<file path="config.mk">
export PLATFORM = sky130hd
export DESIGN_NAME = packetizer_burst
export DESIGN_NICKNAME = d
export VERILOG_FILES = /design/src/rtl/packetizer_burst.sv
export SDC_FILE = /design/constraint.sdc
export NUM_CORES = 1
export LEC_CHECK = 0
export ABC_AREA = 0
export CAP_MARGIN = 20
export CELL_PAD_IN_SITES_DETAIL_PLACEMENT = 0
export CELL_PAD_IN_SITES_GLOBAL_PLACEMENT = 1
export CORE_MARGIN = 1.5
export CORE_UTILIZATION = 44
export CTS_BUF_LIST = sky130_fd_sc_hd__clkbuf_16
export CTS_CLUSTER_DIAMETER = 50
export CTS_CLUSTER_SIZE = 14
export DETAILED_ROUTE_END_ITERATION = 10
export PLACE_DENSITY = 0.85
export SLEW_MARGIN = 20
export SYNTH_ARGS = -nofsm -noshare
export SYNTH_HDL_FRONTEND = slang
export SYNTH_SLANG_ARGS = --single-unit
</file>
<file path="constraint.sdc">
create_clock -name aclk -period 4.3 [get_ports aclk]
set_clock_uncertainty 0.15 [all_clocks]
set_input_delay 0.86 -clock aclk [delete_from_list [all_inputs] [get_ports aclk]]
set_output_delay 0.86 -clock aclk [all_outputs]
set_load 0.02 [all_outputs]
</file>
<file path="src/rtl/packetizer_burst.sv">
// Stream packetizer with an AXI4-Lite control port.
// Passes samples straight from the source to the S2MM manager while running,
// marks every LENGTH-th beat with tlast, and stops after NUM_PACKETS packets
// (or runs forever when NUM_PACKETS is 0) or after an ABORT drains the
// packet in flight.
module packetizer_burst #(
    parameter int DATA_WIDTH = 32,
    parameter int CNT_WIDTH  = 32,
    parameter int ITER_WIDTH = 16
) (
    input  logic                  aclk,
    input  logic                  aresetn,
    input  logic [DATA_WIDTH-1:0] s_axis_data_tdata,
    input  logic                  s_axis_data_tvalid,
    output logic                  s_axis_data_tready,
    output logic [DATA_WIDTH-1:0] m_axis_s2mm_tdata,
    output logic                  m_axis_s2mm_tvalid,
    input  logic                  m_axis_s2mm_tready,
    output logic                  m_axis_s2mm_tlast,
    output logic                  last,
    output logic                  busy,
    input  logic [31:0]           s_axi_lite_awaddr,
    input  logic [2:0]            s_axi_lite_awprot,
    input  logic                  s_axi_lite_awvalid,
    output logic                  s_axi_lite_awready,
    input  logic [31:0]           s_axi_lite_wdata,
    input  logic [3:0]            s_axi_lite_wstrb,
    input  logic                  s_axi_lite_wvalid,
    output logic                  s_axi_lite_wready,
    output logic [1:0]            s_axi_lite_bresp,
    output logic                  s_axi_lite_bvalid,
    input  logic                  s_axi_lite_bready,
    input  logic [31:0]           s_axi_lite_araddr,
    input  logic [2:0]            s_axi_lite_arprot,
    input  logic                  s_axi_lite_arvalid,
    output logic                  s_axi_lite_arready,
    output logic [31:0]           s_axi_lite_rdata,
    output logic [1:0]            s_axi_lite_rresp,
    output logic                  s_axi_lite_rvalid,
    input  logic                  s_axi_lite_rready
);

    localparam logic [0:0] ST_IDLE = 1'b0;
    localparam logic [0:0] ST_RUN  = 1'b1;

    localparam logic [1:0] RESP_OKAY   = 2'b00;
    localparam logic [1:0] RESP_SLVERR = 2'b10;

    // Word addresses (byte address bits 29:2)
    localparam logic [27:0] A_LENGTH = 28'h80;
    localparam logic [27:0] A_PKT    = 28'h81;
    localparam logic [27:0] A_ITER   = 28'h82;
    localparam logic [27:0] A_NUM    = 28'h83;
    localparam logic [27:0] A_CTRL   = 28'h84;

    localparam logic [CNT_WIDTH-1:0]  CNT_ONE  = 1;
    localparam logic [ITER_WIDTH-1:0] ITER_ONE = 1;

    logic [0:0]            state;
    logic                  run;
    logic [CNT_WIDTH-1:0]  length_q;
    logic [CNT_WIDTH-1:0]  num_packets_q;
    logic [CNT_WIDTH-1:0]  pkt_cnt;
    logic [ITER_WIDTH-1:0] iter_cnt;
    logic                  done_q;
    logic                  abort_pending;
    logic                  last_flag;
    logic                  ready_en;

    logic                  aw_held;
    logic                  w_held;
    logic [27:0]           aw_word_q;
    logic [31:0]           w_data_q;
    logic [3:0]            w_strb_q;

    logic                  beat;
    logic                  beat_last;
    logic [ITER_WIDTH-1:0] iter_inc;
    logic [CNT_WIDTH-1:0]  pkt_inc;
    logic [CNT_WIDTH-1:0]  len_m1;
    logic                  finish_n;
    logic                  wr_fire;
    logic [31:0]           length_wr;
    logic [31:0]           num_wr;
    logic [31:0]           rd_data;
    logic [1:0]            rd_resp;
    logic                  unused_inputs;

    // Merge a 32-bit write into an existing value byte by byte
    function automatic logic [31:0] apply_strb(input logic [31:0] old_v,
                                               input logic [31:0] new_v,
                                               input logic [3:0]  strb);
        logic [31:0] res;
        res = old_v;
        for (int b = 0; b < 4; b++) begin
            if (strb[b]) res[b*8 +: 8] = new_v[b*8 +: 8];
        end
        return res;
    endfunction

    assign unused_inputs = ^{s_axi_lite_awprot, s_axi_lite_arprot,
                             s_axi_lite_awaddr[31:30], s_axi_lite_awaddr[1:0],
                             s_axi_lite_araddr[31:30], s_axi_lite_araddr[1:0]};

    assign run = (state == ST_RUN);

    assign m_axis_s2mm_tdata  = run ? s_axis_data_tdata : '0;
    assign m_axis_s2mm_tvalid = run & s_axis_data_tvalid;
    assign s_axis_data_tready = run & m_axis_s2mm_tready;
    assign m_axis_s2mm_tlast  = run & m_axis_s2mm_tvalid & last_flag;
    assign last               = m_axis_s2mm_tlast;
    assign busy               = run;

    assign beat      = m_axis_s2mm_tvalid & m_axis_s2mm_tready;
    assign beat_last = beat & last_flag;
    assign iter_inc  = iter_cnt + ITER_ONE;
    assign pkt_inc   = pkt_cnt + CNT_ONE;
    assign len_m1    = length_q - CNT_ONE;
    assign finish_n  = beat_last & (num_packets_q != '0) &
                       (32'(iter_inc) == 32'(num_packets_q));

    assign s_axi_lite_awready = ready_en & ~aw_held & ~s_axi_lite_bvalid;
    assign s_axi_lite_wready  = ready_en & ~w_held & ~s_axi_lite_bvalid;
    assign s_axi_lite_arready = ready_en & ~s_axi_lite_rvalid;

    assign wr_fire   = aw_held & w_held & ~s_axi_lite_bvalid;
    assign length_wr = apply_strb(32'(length_q), w_data_q, w_strb_q);
    assign num_wr    = apply_strb(32'(num_packets_q), w_data_q, w_strb_q);

    // Keep the AXI4-Lite ready outputs low until the first edge after reset release
    always_ff @(posedge aclk or negedge aresetn) begin
        if (!aresetn) ready_en <= 1'b0;
        else          ready_en <= 1'b1;
    end

    // Capture write address and write data independently until both are present
    always_ff @(posedge aclk or negedge aresetn) begin
        if (!aresetn) begin
            aw_held   <= 1'b0;
            w_held    <= 1'b0;
            aw_word_q <= '0;
            w_data_q  <= '0;
            w_strb_q  <= '0;
        end else begin
            if (s_axi_lite_awvalid && s_axi_lite_awready) begin
                aw_held   <= 1'b1;
                aw_word_q <= s_axi_lite_awaddr[29:2];
            end
            if (s_axi_lite_wvalid && s_axi_lite_wready) begin
                w_held   <= 1'b1;
                w_data_q <= s_axi_lite_wdata;
                w_strb_q <= s_axi_lite_wstrb;
            end
            if (wr_fire) begin
                aw_held <= 1'b0;
                w_held  <= 1'b0;
            end
        end
    end

    // Run/idle control, packet counters, config registers and write response
    always_ff @(posedge aclk or negedge aresetn) begin
        if (!aresetn) begin
            state             <= ST_IDLE;
            length_q          <= '0;
            num_packets_q     <= '0;
            pkt_cnt           <= '0;
            iter_cnt          <= '0;
            done_q            <= 1'b0;
            abort_pending     <= 1'b0;
            last_flag         <= 1'b0;
            s_axi_lite_bvalid <= 1'b0;
            s_axi_lite_bresp  <= RESP_OKAY;
        end else begin
            if (s_axi_lite_bvalid && s_axi_lite_bready) s_axi_lite_bvalid <= 1'b0;

            if (beat) begin
                if (last_flag) begin
                    pkt_cnt   <= '0;
                    iter_cnt  <= iter_inc;
                    last_flag <= (length_q == CNT_ONE);
                    if (finish_n || abort_pending) begin
                        state         <= ST_IDLE;
                        abort_pending <= 1'b0;
                        if (finish_n) done_q <= 1'b1;
                    end
                end else begin
                    pkt_cnt   <= pkt_inc;
                    last_flag <= (pkt_inc == len_m1);
                end
            end

            if (wr_fire) begin
                s_axi_lite_bvalid <= 1'b1;
                s_axi_lite_bresp  <= RESP_OKAY;
                case (aw_word_q)
                    A_LENGTH: begin
                        if (run) s_axi_lite_bresp <= RESP_SLVERR;
                        else     length_q <= length_wr[CNT_WIDTH-1:0];
                    end
                    A_NUM: begin
                        if (run) s_axi_lite_bresp <= RESP_SLVERR;
                        else     num_packets_q <= num_wr[CNT_WIDTH-1:0];
                    end
                    A_CTRL: begin
                        if (!run) begin
                            if (w_data_q[0]) begin
                                if (length_q == '0) begin
                                    s_axi_lite_bresp <= RESP_SLVERR;
                                end else begin
                                    state         <= ST_RUN;
                                    pkt_cnt       <= '0;
                                    iter_cnt      <= '0;
                                    done_q        <= 1'b0;
                                    abort_pending <= 1'b0;
                                    last_flag     <= (length_q == CNT_ONE);
                                end
                            end
                        end else if (w_data_q[1]) begin
                            if (beat_last) begin
                                state         <= ST_IDLE;
                                abort_pending <= 1'b0;
                            end else if (pkt_cnt == '0 && !beat) begin
                                state <= ST_IDLE;
                            end else begin
                                abort_pending <= 1'b1;
                            end
                        end
                    end
                    default: s_axi_lite_bresp <= RESP_SLVERR;
                endcase
            end
        end
    end

    // Decode the read address into register contents
    always_comb begin
        rd_data = '0;
        rd_resp = RESP_OKAY;
        case (s_axi_lite_araddr[29:2])
            A_LENGTH: rd_data = 32'(length_q);
            A_PKT:    rd_data = 32'(pkt_cnt);
            A_ITER:   rd_data = 32'(iter_cnt);
            A_NUM:    rd_data = 32'(num_packets_q);
            A_CTRL:   rd_data = {29'd0, abort_pending, done_q, run};
            default:  rd_resp = RESP_SLVERR;
        endcase
    end

    // Register the read response at the AR handshake and hold it until accepted
    always_ff @(posedge aclk or negedge aresetn) begin
        if (!aresetn) begin
            s_axi_lite_rvalid <= 1'b0;
            s_axi_lite_rdata  <= '0;
            s_axi_lite_rresp  <= RESP_OKAY;
        end else if (s_axi_lite_arvalid && s_axi_lite_arready) begin
            s_axi_lite_rvalid <= 1'b1;
            s_axi_lite_rdata  <= rd_data;
            s_axi_lite_rresp  <= rd_resp;
        end else if (s_axi_lite_rvalid && s_axi_lite_rready) begin
            s_axi_lite_rvalid <= 1'b0;
        end
    end

endmodule
</file>
Word-level counts from Yosys, hierarchy flattened. Index checks and enable logic that the tools add are counted.

Multiplexer cells: 68. Reduce and logical (&&, ||, !) cells: 25. Eq/ne operators: 11. Bitwise logic cells: 20. $add $sub $neg: 3.

Operator list (number): $mux W32 (8); $eq A28 B8 Y1 const B (8); $pmux W32 S5 (1); $mux W16 (7); $logic_not A32 Y1 (2); $mux W1 (46); $add A32 B1 Y32 const B (1); $eq A16 B32 Y1 (1); $eq A32 B1 Y1 const B (1); $eq A32 B32 Y1 (1); $reduce_and A4 Y1 (8); $reduce_bool A32 Y1 (1); $sub A32 B1 Y32 const B (1); $add A16 B1 Y16 const B (1); $and A1 B1 Y1 (15); $mux W2 (5); $reduce_bool A2 Y1 (4); $logic_and A1 B1 Y1 (6); $not A1 Y1 (5); $reduce_or A5 Y1 (1); $pmux W2 S2 (1); $reduce_or A2 Y1 (1); $logic_not A1 Y1 (1); $logic_or A1 B1 Y1 (1).

Output and inout bits: 78. Logic and storage cells: 152. Input port bits: 147. Register bits: 221.

Depth between registers and ports, before layout. Gate-level depths: netlist of run 1.

Depth after elaboration: 15. Mapped depth: 10. Depth with buffers taken out: 10.

Least setup slack after synthesis of run 1. Ideal clock, no wire load.

Kind: input to register. Start: in s_axi_lite_araddr[2]. End: reg s_axi_lite_rdata[3]. Cell stages on the path: 6. Library setup time: 136 ps. Data required time: 4014 ps. Arrival: 2518 ps. Slack: 1495 ps. Buffers on the path: 3. Path through: clkbuf_1 clkbuf_1 clkbuf_1 mux4_2 nand2_1 o21ai_0.

Longest elaborated chain between the ends: 2.

Ends and longest elaborated chain: from (decl) (RTL line 33) `input logic [31:0] s_axi_lite_araddr,`; $eq A28 B8 Y1 (RTL line 240) `case (s_axi_lite_araddr[29:2])`; $pmux W32 S5 * (RTL line 240); to (signal assigned) (RTL line 258) `s_axi_lite_rdata <= rd_data;`; to (decl) (RTL line 37) `output logic [31:0] s_axi_lite_rdata,`.

Mark *: on every way between the ends. The rest lies on a longest branch, timed or not. A chain may end at the register's enable or synchronous reset.

Worst setup path in the final report of run 1.
Start: reg state, in the netlist busy. End: out last.

Longest elaborated chain between the ends: 3.

Ends and longest elaborated chain: from (decl) (RTL line 59) `logic [0:0] state;`; from (signal assigned) (RTL line 164) `state <= ST_IDLE;`; from (signal assigned) (RTL line 183) `state <= ST_IDLE;`; from (signal assigned) (RTL line 211) `state <= ST_RUN;`; $and A1 B1 Y1 (RTL line 108) `assign m_axis_s2mm_tvalid = run & s_axis_data_tvalid;`; $and A1 B1 Y1 * (2 in a row) (RTL line 110) `assign m_axis_s2mm_tlast = run & m_axis_s2mm_tvalid & last_flag;`; to (decl) (RTL line 20) `output logic last,`.

Marked as above.

==> results by group, run 1 <==
Critical path
  • Crit-path slowest cell: clkdlybuf4s50_1
  • Crit path arrival time: 2.36 ns
  • R2R Setup Slk: 0.95 ns
  • WS Path Type: flip-flop to primary output
  • CP top delay family: buffers and inverters
  • FF-to-FF path depth: 8
  • R2r endpoint: busy
  • Critical Path RT: 3.29 ns
  • Crit. End Element: primary output
  • FF-to-FF Start: iter_cnt[0]
  • CP max FO: 35
  • Buf/Inv on CP: 2
  • Max stage delay on crit path: 0.62 ns
  • Cells along the critical path: buf_4 > and3_1 > clkdlybuf4s50_1
  • Startpoint types: flip-flop

Global route
  • Total congestion overflow: 0
  • Initial antenna violation count: 1
  • Global-route wire length before repair: 57.6 mm
  • Vias in the first global route: 10200
  • Largest net degree at the start of global routing: 112
  • Total GRT Usage: 25.2%

Clocking
  • H-tree levels: 1
  • Count of cells resized by post-cts repair: 0
  • CTS Sinks: 219
  • Number of CTS-inserted buffers: 28
  • Clk_lat worst skew: 0.55 ns
  • Hold Buf Count CTS: 0
  • Clock slew at reported path FFs: 0.06 ns
  • Clock tree buffer depth: 3
  • CTS tree: yes
  • Root buf cell: clkbuf_16
  • Post-CTS Setup Bufs: 0

Floorplanning
  • Placeable Area: 27900 um^2
  • Die area: 29500 um^2
  • Initial core utilization: 44.9%
  • Top Ports: 225
  • Row cnt: 61
  • DIE WIDTH: 172 um
  • Die height: 172 um

Yosys
  • Ys flop type: dfrtp_1
  • Syn avg cell area: 9.92 um^2
  • Asr flop ratio synth: 100%
  • Number of synthesized flops with an enable pin: 0
  • Post-synthesis sequential area ratio: 43.8%
  • Cell variety after synth: 66
  • Yosys Warn Count: 0
  • Synthesis-stage register bit count: 219
  • Cell count after synthesis: 1261
  • Cell Area, Synth: 12500 um^2

Drt
  • DRT iter0 DRCs: 886
  • DRC: 0
  • Vias per cell: 5.71
  • Wire per inst: 19.7 um
  • Post-Route WL: 35.9 mm
  • DRT antenna net count: 0
  • Via count: 10400
  • Pre-Repair DR Iteration Count: 5

Placement
  • Gp weighted congestion: 0.951
  • Placed inst area: 14800 um^2
  • Hpwl dp: 26.1 mm
  • Post-place setup slack: 0.800 ns
  • Input/output buffers: 208
  • Post-Place Cells: 1773

STA
  • Final Hold Fails: 0
  • Post-route clock period utilization: 78.4%
  • Rel. slew slack: 29.1%
  • Setup TNS Final: 0 ns
  • Worst Tran Pin Value: 1.06 ns
  • Slew Limit Fails: 0
  • RSZ-0062 raised after global routing: no
  • Fmax: 296 MHz
  • Final setup viols: 0
  • Worst Setup Slack, final: 0.927 ns
  • Fin Hold WS: 0.202 ns
  • Crit path time final: 3.37 ns

Layout
  • Post-route cell area: 15700 um^2
  • Final Core Density: 56.5%
  • Fin cells: 1821
  • P&R area growth vs syn: 25.8%
  • Antenna cell count: 0
  • Share of layout cells above drive strength 1: 15.5%
  • Layout Nets: 1578

Power and ir drop
  • Peak supply drop: 0.378 mV
  • Power density over the cells: 370 nW/um^2
  • PnR Total Power: 5.82 mW
  • Pleak: 6.56 nW

Run status
  • Status: complete, no violations

Min path
  • Min-Delay Path Class: input port to async pin

Run
  • Max Cap Viol: 0
-- placed cells by master, fill, tap and decap left out, types with 6 or more instances in the layout --
cell             instances
xnor2_1                 76
nor2b_1                  6
a31oi_1                  7
mux2_2                 125
nor4_1                  45
clkbuf_16               28
or4_1                   14
or3_1                   12
and3_1                   8
buf_4                   13
dfrtp_1                219
nand3_1                 25
ha_1                     6
nand4_1                 30
and4_1                   8
nor2_1                 109
inv_1                   15
nand2_1                114
xor2_1                  22
and2_1                  38
clkdlybuf4s50_1        205
mux2i_1                 25
nor3_1                  37
o21ai_0                 52
o31ai_1                 23
a21oi_1                 70
mux4_2                  16
-- routing by layer --
| layer | vias to the layer above | global-route usage (%) | part of all wire, % |
|---|---|---|---|
| li1 | 4845 | - | - |
| met1 | 5114 | 35.3 | 44 |
| met2 | 372 | 39.3 | 45 |
| met3 | 67 | 5.36 | 7.6 |
| met4 | 0 | 7.48 | 2.7 |
| met5 | - | 0 | 0 |
-- sequential cells by signal, summed over array words and instances (netlist names), 4 cells and up --
register / count
length_q: 32
num_packets_q: 32
pkt_cnt: 32
s_axi_lite_rdata: 32
w_data_q: 32
aw_word_q: 28
iter_cnt: 16
w_strb_q: 4
-- worst reg2reg max path: stages, from the launching register on --
cell      delay, ns
dfrtp_1        0.49
ha_1           0.33
nand3_1        0.29
or4_1          0.64
nor3_1         0.28
xnor2_1        0.20
xnor2_1        0.09
nor4_1         0.61
o21bai_1       0.15
-- cell usage after synthesis (25+ instances only) --
library cell | instances | area, um^2
nor2_1 | 109 | 409
and2_1 | 39 | 244
mux2i_1 | 25 | 250
clkbuf_1 | 58 | 218
dfrtp_1 | 219 | 5480
xnor2_1 | 76 | 666
a21oi_1 | 70 | 350
nor4_1 | 45 | 282
nand3_1 | 25 | 125
o21ai_0 | 52 | 260
mux2_2 | 125 | 1410
nand4_1 | 30 | 188
nor3_1 | 37 | 185
nand2_1 | 115 | 432
-- power breakdown --
| part | total [mW] | switching, mW | internal, mW | leakage [nW] |
|---|---|---|---|---|
| registers | 2.67 | 0.277 | 2.40 | 2.86 |
| logic | 0.802 | 0.319 | 0.483 | 3.26 |
| clock network | 2.35 | 0.961 | 1.38 | 0.447 |
| total | 5.82 | 1.56 | 4.26 | 6.56 |
-- how the worst max path moves through the flow --
stage                                    start                   to  cells after the start  slack (ns)
final                                     busy                 last                      3        0.93
after global routing               iter_cnt[0]                 busy                      8        0.70
after CTS                                 busy    m_axis_s2mm_tlast                      3        0.89
after detailed placement    m_axis_s2mm_tready                 busy                      8        0.80
after global placement      m_axis_s2mm_tready                 busy                      8        0.87
after floorplan           s_axi_lite_araddr[2]  s_axi_lite_rdata[3]                      6        1.50
-- cells by family (layout without fill, tap and decap cells) --
logic type	Yosys count	in the layout	share of synthesized area, %
XOR/XNOR	99	99	7.04
buffers and inverters	105	286	3.59
other	2	3	0.0600
AND/OR/NAND/NOR	483	483	20.2
AO/OA/AOI/OAI	177	177	8.18
multiplexers	170	170	16.5
adder cells (fa/ha/maj)	6	6	0.600
flip-flops	219	219	43.8
-- final cells by class --
class                           count  area (um^2)
Sequential cell                   219         5480
Inverter                           15         56.3
Clock buffer                       28          701
Tap cell                          378          473
Fill cell                        2406        12100
Multi-Input combinational cell    938         6600
Timing Repair Buffer              223         2210
Clock inverter                     20          224
No activity file was read; power rests on OpenSTA's default activity.
==> inputs of run 2 (changes only) <==
--- a/config.mk
+++ b/config.mk
@@ -10,12 +10,12 @@
 export CELL_PAD_IN_SITES_DETAIL_PLACEMENT = 0
 export CELL_PAD_IN_SITES_GLOBAL_PLACEMENT = 1
 export CORE_MARGIN = 1.5
-export CORE_UTILIZATION = 44
+export CORE_UTILIZATION = 41
 export CTS_BUF_LIST = sky130_fd_sc_hd__clkbuf_16
 export CTS_CLUSTER_DIAMETER = 50
 export CTS_CLUSTER_SIZE = 14
 export DETAILED_ROUTE_END_ITERATION = 10
-export PLACE_DENSITY = 0.85
+export PLACE_DENSITY = 0.8
 export SLEW_MARGIN = 20
 export SYNTH_ARGS = -nofsm -noshare
 export SYNTH_HDL_FRONTEND = slang
==> constraint.sdc (replaced) <==
create_clock -name aclk -period 3.45 [get_ports aclk]
set_clock_uncertainty 0.15 [all_clocks]
set_input_delay 0.69 -clock aclk [delete_from_list [all_inputs] [get_ports aclk]]
set_output_delay 0.69 -clock aclk [all_outputs]
set_load 0.02 [all_outputs]
==> run 2 against run 1 <==
Net effect: sequential power rose by 25%; clock power rose by 17%; core utilization fell by 2.9 points; first-iteration DRC count fell by 19%; power rose by 22%; combinational power rose by 26%; sequential share of layout area fell by 0.57 points; worst hold slack got worse by 0.18 ns; wire length rose by 4.9%; critical path depth rose by 5; largest cell class unchanged.
==> results by group, run 2 (synthesis results as in run 1) <==
Run status
  • Status: complete, no violations

Layout
  • Commonest non-fill, non-tap cell in the layout: dfrtp_1
  • P&R area growth vs syn: 27.9%
  • Share of layout cells above drive strength 1: 17.4%
  • Layout Nets: 1615
  • Most frequent cells in the layout: 219 x dfrtp_1, 205 x clkdlybuf4s50_1, 125 x mux2_2
  • Antenna cell count: 0
  • Post-route cell area: 16000 um^2

Floorplanning
  • Row cnt: 63
  • Placeable Area: 29900 um^2
  • Initial core utilization: 41.9%
  • Top Ports: 225
  • Die height: 178 um
  • Die area: 31600 um^2
  • DIE WIDTH: 178 um

Clocking
  • H-tree levels: 1
  • CTS Sinks: 219
  • Post-CTS Setup Bufs: 0
  • Clk_lat worst skew: 0.54 ns
  • CTS tree: yes
  • Hold Buf Count CTS: 0
  • Count of cells resized by post-cts repair: 0
  • Root buf cell: clkbuf_16
  • Number of CTS-inserted buffers: 27
  • Clock slew at reported path FFs: 0.07 ns
  • Clock tree buffer depth: 3

STA
  • Fmax: 312 MHz
  • Setup TNS Final: 0 ns
  • Slew Limit Fails: 0
  • Rel. slew slack: 48.3%
  • Final setup viols: 0
  • Post-route clock period utilization: 92.9%
  • Crit path time final: 3.20 ns
  • Final Hold Fails: 0
  • Worst Tran Pin Value: 0.774 ns
  • RSZ-0062 raised after global routing: no

Power and ir drop
  • Sw Pwr: 1.91 mW
  • Peak supply drop: 0.446 mV
  • Combinational Power Share: 14.3%
  • Sw Share: 26.9%
  • Pleak: 6.75 nW
  • Clk pwr share: 38.8%
  • Sequential power share: 46.9%
  • Power Internal: 5.19 mW
  • Power density over the cells: 443 nW/um^2

Global route
  • Total GRT Usage: 24.3%
  • Global-route wire length before repair: 59.5 mm
  • Total congestion overflow: 0
  • Initial antenna violation count: 0
  • Vias in the first global route: 10500
  • Largest net degree at the start of global routing: 97

Critical path
  • Max stage delay on crit path: 0.72 ns
  • Cells along the critical path: or4_1 > nor3_1 > nand2_1 > xnor2_1 > mux2i_1 > nand4b_1 > nor4_1 > a31o_1
  • CP max FO: 8
  • Critical Path RT: 3.77 ns
  • Crit path arrival time: 3.52 ns
  • Crit-path slowest cell: or4_1
  • Startpoint types: flip-flop
  • WS Path Type: flip-flop to flip-flop
  • Crit. End Element: flip-flop

Drt
  • Via count: 10600
  • Vias per cell: 5.65
  • Pre-Repair DR Iteration Count: 5
  • DRT antenna net count: 0
  • Post-Route WL: 37.6 mm
  • DRT iter0 DRCs: 722
  • DRC: 0
  • Wire per inst: 20.1 um

Placement
  • Hpwl dp: 28.1 mm
  • Placed inst area: 15100 um^2
  • Input/output buffers: 208
  • Gp weighted congestion: 0.918

Run
  • Max Cap Viol: 0

Min path
  • Min-Delay Path Class: input port to async pin
==> run 2: changes by cell type in the layout (fill, tap and decap cells not counted), moves of 2 or more <==
cell	previous run	this run
clkinvlp_4	3	1
clkinv_1	2	4
buf_4	13	49
inv_6	5	2
inv_1	15	18
buf_12	2	4
clkinv_4	2	4
==> run 2: power by group through the flow <==
| stage | Combinational (mW) | Sequential (mW) | Clock (mW) |
|---|---|---|---|
| 2_1_floorplan | 0.636 | 3.26 | 0 |
| 3_3_place_gp | 0.993 | 3.36 | 0 |
| 3_5_place_dp | 1.03 | 3.38 | 0 |
| 4_1_cts | 1.03 | 3.34 | 2.80 |
| 5_1_grt | 1.11 | 3.39 | 2.92 |
| 6_report | 1.01 | 3.33 | 2.75 |
==> run 2: critical path: cells and delay by family (launching register included) <==
family / cells / cell delay [ns]
multiplexers: 1 / 0.37
flip-flops: 1 / 0.50
AO/OA/AOI/OAI: 1 / 0.19
XOR/XNOR: 1 / 0.21
AND/OR/NAND/NOR: 5 / 1.72
==> run 2: final timing paths <==
path / slack, ns / endpoint / cells after the start / start
max: 0.25 / last_flag / 8 / length_q[2]
min reg2reg: 0.33 / s_axi_lite_rdata[27] / 2 / s_axi_lite_rdata[27]
max in group asynchronous: 2.28 / iter_cnt[4] / 2 / aresetn
min in group aclk: 0.33 / s_axi_lite_rdata[27] / 2 / s_axi_lite_rdata[27]
min: 0.02 / s_axi_lite_rdata[20] / 1 / aresetn
max reg2reg: 0.25 / last_flag / 8 / length_q[2]
==> run 2: area by class of cell <==
type / count / area, um^2
fillers: 2676 / 13900
multi-input cells: 938 / 6590
flip-flops and latches: 219 / 5480
repair buffers: 261 / 2520
clock buffers: 27 / 676
well taps: 390 / 488
clock inverters: 21 / 189
inverters: 15 / 56.3
==> run 2: metal layers <==
metal	vias up	global-route usage (%)	part of all wire, %
met2	437	38.6	45
met3	61	5.27	8.8
met4	0	6.83	2.5
li1	4919	-	-
met5	-	0	0
met1	5156	33.4	43
==> run 2: metrics by stage <==
stage / setup slack, ns / std cells / power (mW) / util [%] / hold slack [ns]
2_1_floorplan: 0.815 / 1262 / 3.90 / - / 0.244
3_3_place_gp: 0.314 / 1823 / 4.35 / 50.7 / 0.307
3_5_place_dp: 0.251 / 1823 / 4.40 / 50.7 / 0.314
4_1_cts: 0.298 / 1871 / 7.16 / 53.6 / 0.0626
5_1_grt: 0.0423 / 1871 / 7.42 / 53.6 / 0.0842
6_report: 0.246 / 1871 / 7.09 / 53.6 / 0.0229
==> inputs of run 3 (changes only) <==
--- a/config.mk
+++ b/config.mk
@@ -13,7 +13,7 @@
 export CORE_UTILIZATION = 41
 export CTS_BUF_LIST = sky130_fd_sc_hd__clkbuf_16
 export CTS_CLUSTER_DIAMETER = 50
-export CTS_CLUSTER_SIZE = 14
+export CTS_CLUSTER_SIZE = 20
 export DETAILED_ROUTE_END_ITERATION = 10
 export PLACE_DENSITY = 0.8
 export SLEW_MARGIN = 20
==> run 3 against run 2 <==
Net effect: register-to-register slack about the same; setup slack got worse by 0.0028 ns; design area increased by 0.14%; first-iteration DRC count increased by 7.9%; global-route usage increased by 0.074 points; non-clock buffer count unchanged; largest cell class unchanged; core utilization increased by 0.075 points; die area unchanged; sequential power about the same; worst hold slack improved by 0.011 ns; via count increased by 0.24%; highest routed layer unchanged.
==> results by group, run 3 (synthesis results as in run 1) <==
Clocking
  • Number of CTS-inserted buffers: 27
  • Count of cells resized by post-cts repair: 0
  • Post-CTS Setup Bufs: 0
  • Clock tree buffer depth: 3
  • H-tree levels: 1
  • Root buf cell: clkbuf_16
  • Clk_lat worst skew: 0.54 ns
  • CTS tree: yes
  • Hold Buf Count CTS: 0
  • Clock slew at reported path FFs: 0.07 ns
  • CTS Sinks: 219

Drt
  • Pre-Repair DR Iteration Count: 5
  • Vias per cell: 5.67
  • Via count: 10600
  • Wire per inst: 20.2 um
  • Post-Route WL: 37.7 mm
  • DRC: 0
  • DRT iter0 DRCs: 779
  • DRT antenna net count: 0

Placement
  • Hpwl dp: 28.1 mm
  • Post-place setup slack: 0.251 ns
  • Placed inst area: 15100 um^2
  • Gp weighted congestion: 0.918
  • Input/output buffers: 208

Layout
  • Most frequent cells in the layout: 219 x dfrtp_1, 205 x clkdlybuf4s50_1, 125 x mux2_2
  • Antenna cell count: 0
  • Layout Nets: 1615
  • Post-route cell area: 16000 um^2
  • P&R area growth vs syn: 28.1%
  • Share of layout cells above drive strength 1: 17.4%
  • Commonest non-fill, non-tap cell in the layout: dfrtp_1
  • Final Core Density: 53.6%

Critical path
  • Setup crit start: iter_cnt[0]
  • WS Path Type: flip-flop to flip-flop
  • CP max FO: 8
  • Crit. End Element: flip-flop
  • Crit path arrival time: 3.45 ns
  • CP top delay family: simple AND/OR/NAND/NOR gates
  • Most frequent CP cell: nor4_1
  • Crit-path slowest cell: nor4_1
  • Cells along the critical path: ha_1 > nand3_1 > buf_4 > nor4_1 > xor2_1 > nor3_1 > a31oi_1 > nor4_1 > o21bai_1
  • Critical Path RT: 3.69 ns
  • Buf/Inv on CP: 1
  • FF-to-FF Start: iter_cnt[0]
  • Max stage delay on crit path: 0.58 ns
  • Startpoint types: flip-flop
  • R2R Setup Slk: 0.24 ns

Global route
  • Initial antenna violation count: 0
  • Global-route wire length before repair: 59.6 mm
  • Total GRT Usage: 24.4%
  • Total congestion overflow: 0
  • Vias in the first global route: 10500
  • Largest net degree at the start of global routing: 97

STA
  • RSZ-0062 raised after global routing: no
  • Crit path time final: 3.21 ns
  • Final setup viols: 0
  • Setup TNS Final: 0 ns
  • Rel. slew slack: 49.8%
  • Fmax: 312 MHz
  • Post-route clock period utilization: 92.9%
  • Final Hold Fails: 0
  • Slew Limit Fails: 0
  • Worst Tran Pin Value: 0.752 ns
  • Worst Setup Slack, final: 0.243 ns

Power and ir drop
  • Peak supply drop: 0.475 mV
  • Power density over the cells: 448 nW/um^2
  • PnR Total Power: 7.18 mW
  • Pleak: 6.77 nW

Min path
  • Min-Delay Path Class: input port to async pin

Run status
  • Status: complete, no violations

Floorplanning
  • Row cnt: 63
  • Die height: 178 um
  • Top Ports: 225
  • Initial core utilization: 41.9%
  • Placeable Area: 29900 um^2
  • Die area: 31600 um^2
  • DIE WIDTH: 178 um

Run
  • Max Cap Viol: 0
-- run 3: changes by cell type in the layout (fill, tap and decap cells not counted), sizes merged --
cell,change
clkinv,-2
bufinv,+1
-- run 3: metrics by stage --
step,std cells,hold WS (ns)
2_1_floorplan,1262,0.244
3_3_place_gp,1823,0.307
3_5_place_dp,1823,0.314
4_1_cts,1870,0.0626
5_1_grt,1870,0.0842
6_report,1870,0.0343
-- run 3: worst reg2reg max path: stages, from the launching register on --
cell and delay, ns:
dfrtp_1 0.50, ha_1 0.33, nand3_1 0.21, buf_4 0.22, nor4_1 0.58, xor2_1 0.18
nor3_1 0.20, a31oi_1 0.09, nor4_1 0.48, o21bai_1 0.14
-- run 3: layout make-up --
cell class	count	area, um^2
fillers	2674	13800
multi-input cells	938	6590
flip-flops and latches	219	5480
repair buffers	261	2520
clock buffers	27	676
well taps	390	488
clock inverters	20	211
inverters	15	56.3
-- run 3: path summary, 6_finish.rpt --
kind | end | depth (start not counted)
min in group aclk | s_axi_lite_rdata[27] | 2
worst max-delay path | busy | 9
worst min register to register | s_axi_lite_rdata[27] | 2
worst max register to register | busy | 9
worst min-delay path | s_axi_lite_rdata[20] | 1
max in group asynchronous | iter_cnt[4] | 2
-- run 3: per-layer routing --
| layer | vias up | global-route usage (%) | share of wire [%] |
|---|---|---|---|
| met3 | 55 | 5.23 | 8.4 |
| li1 | 4911 | - | - |
| met1 | 5206 | 33.3 | 43 |
| met5 | - | 0 | 0 |
| met4 | 0 | 6.79 | 2.3 |
| met2 | 426 | 39.0 | 46 |
-- run 3: power breakdown --
part / internal [mW] / switching, mW
Combinational: 0.609 / 0.407
Sequential: 2.99 / 0.349
Clock: 1.67 / 1.16
Total: 5.26 / 1.92
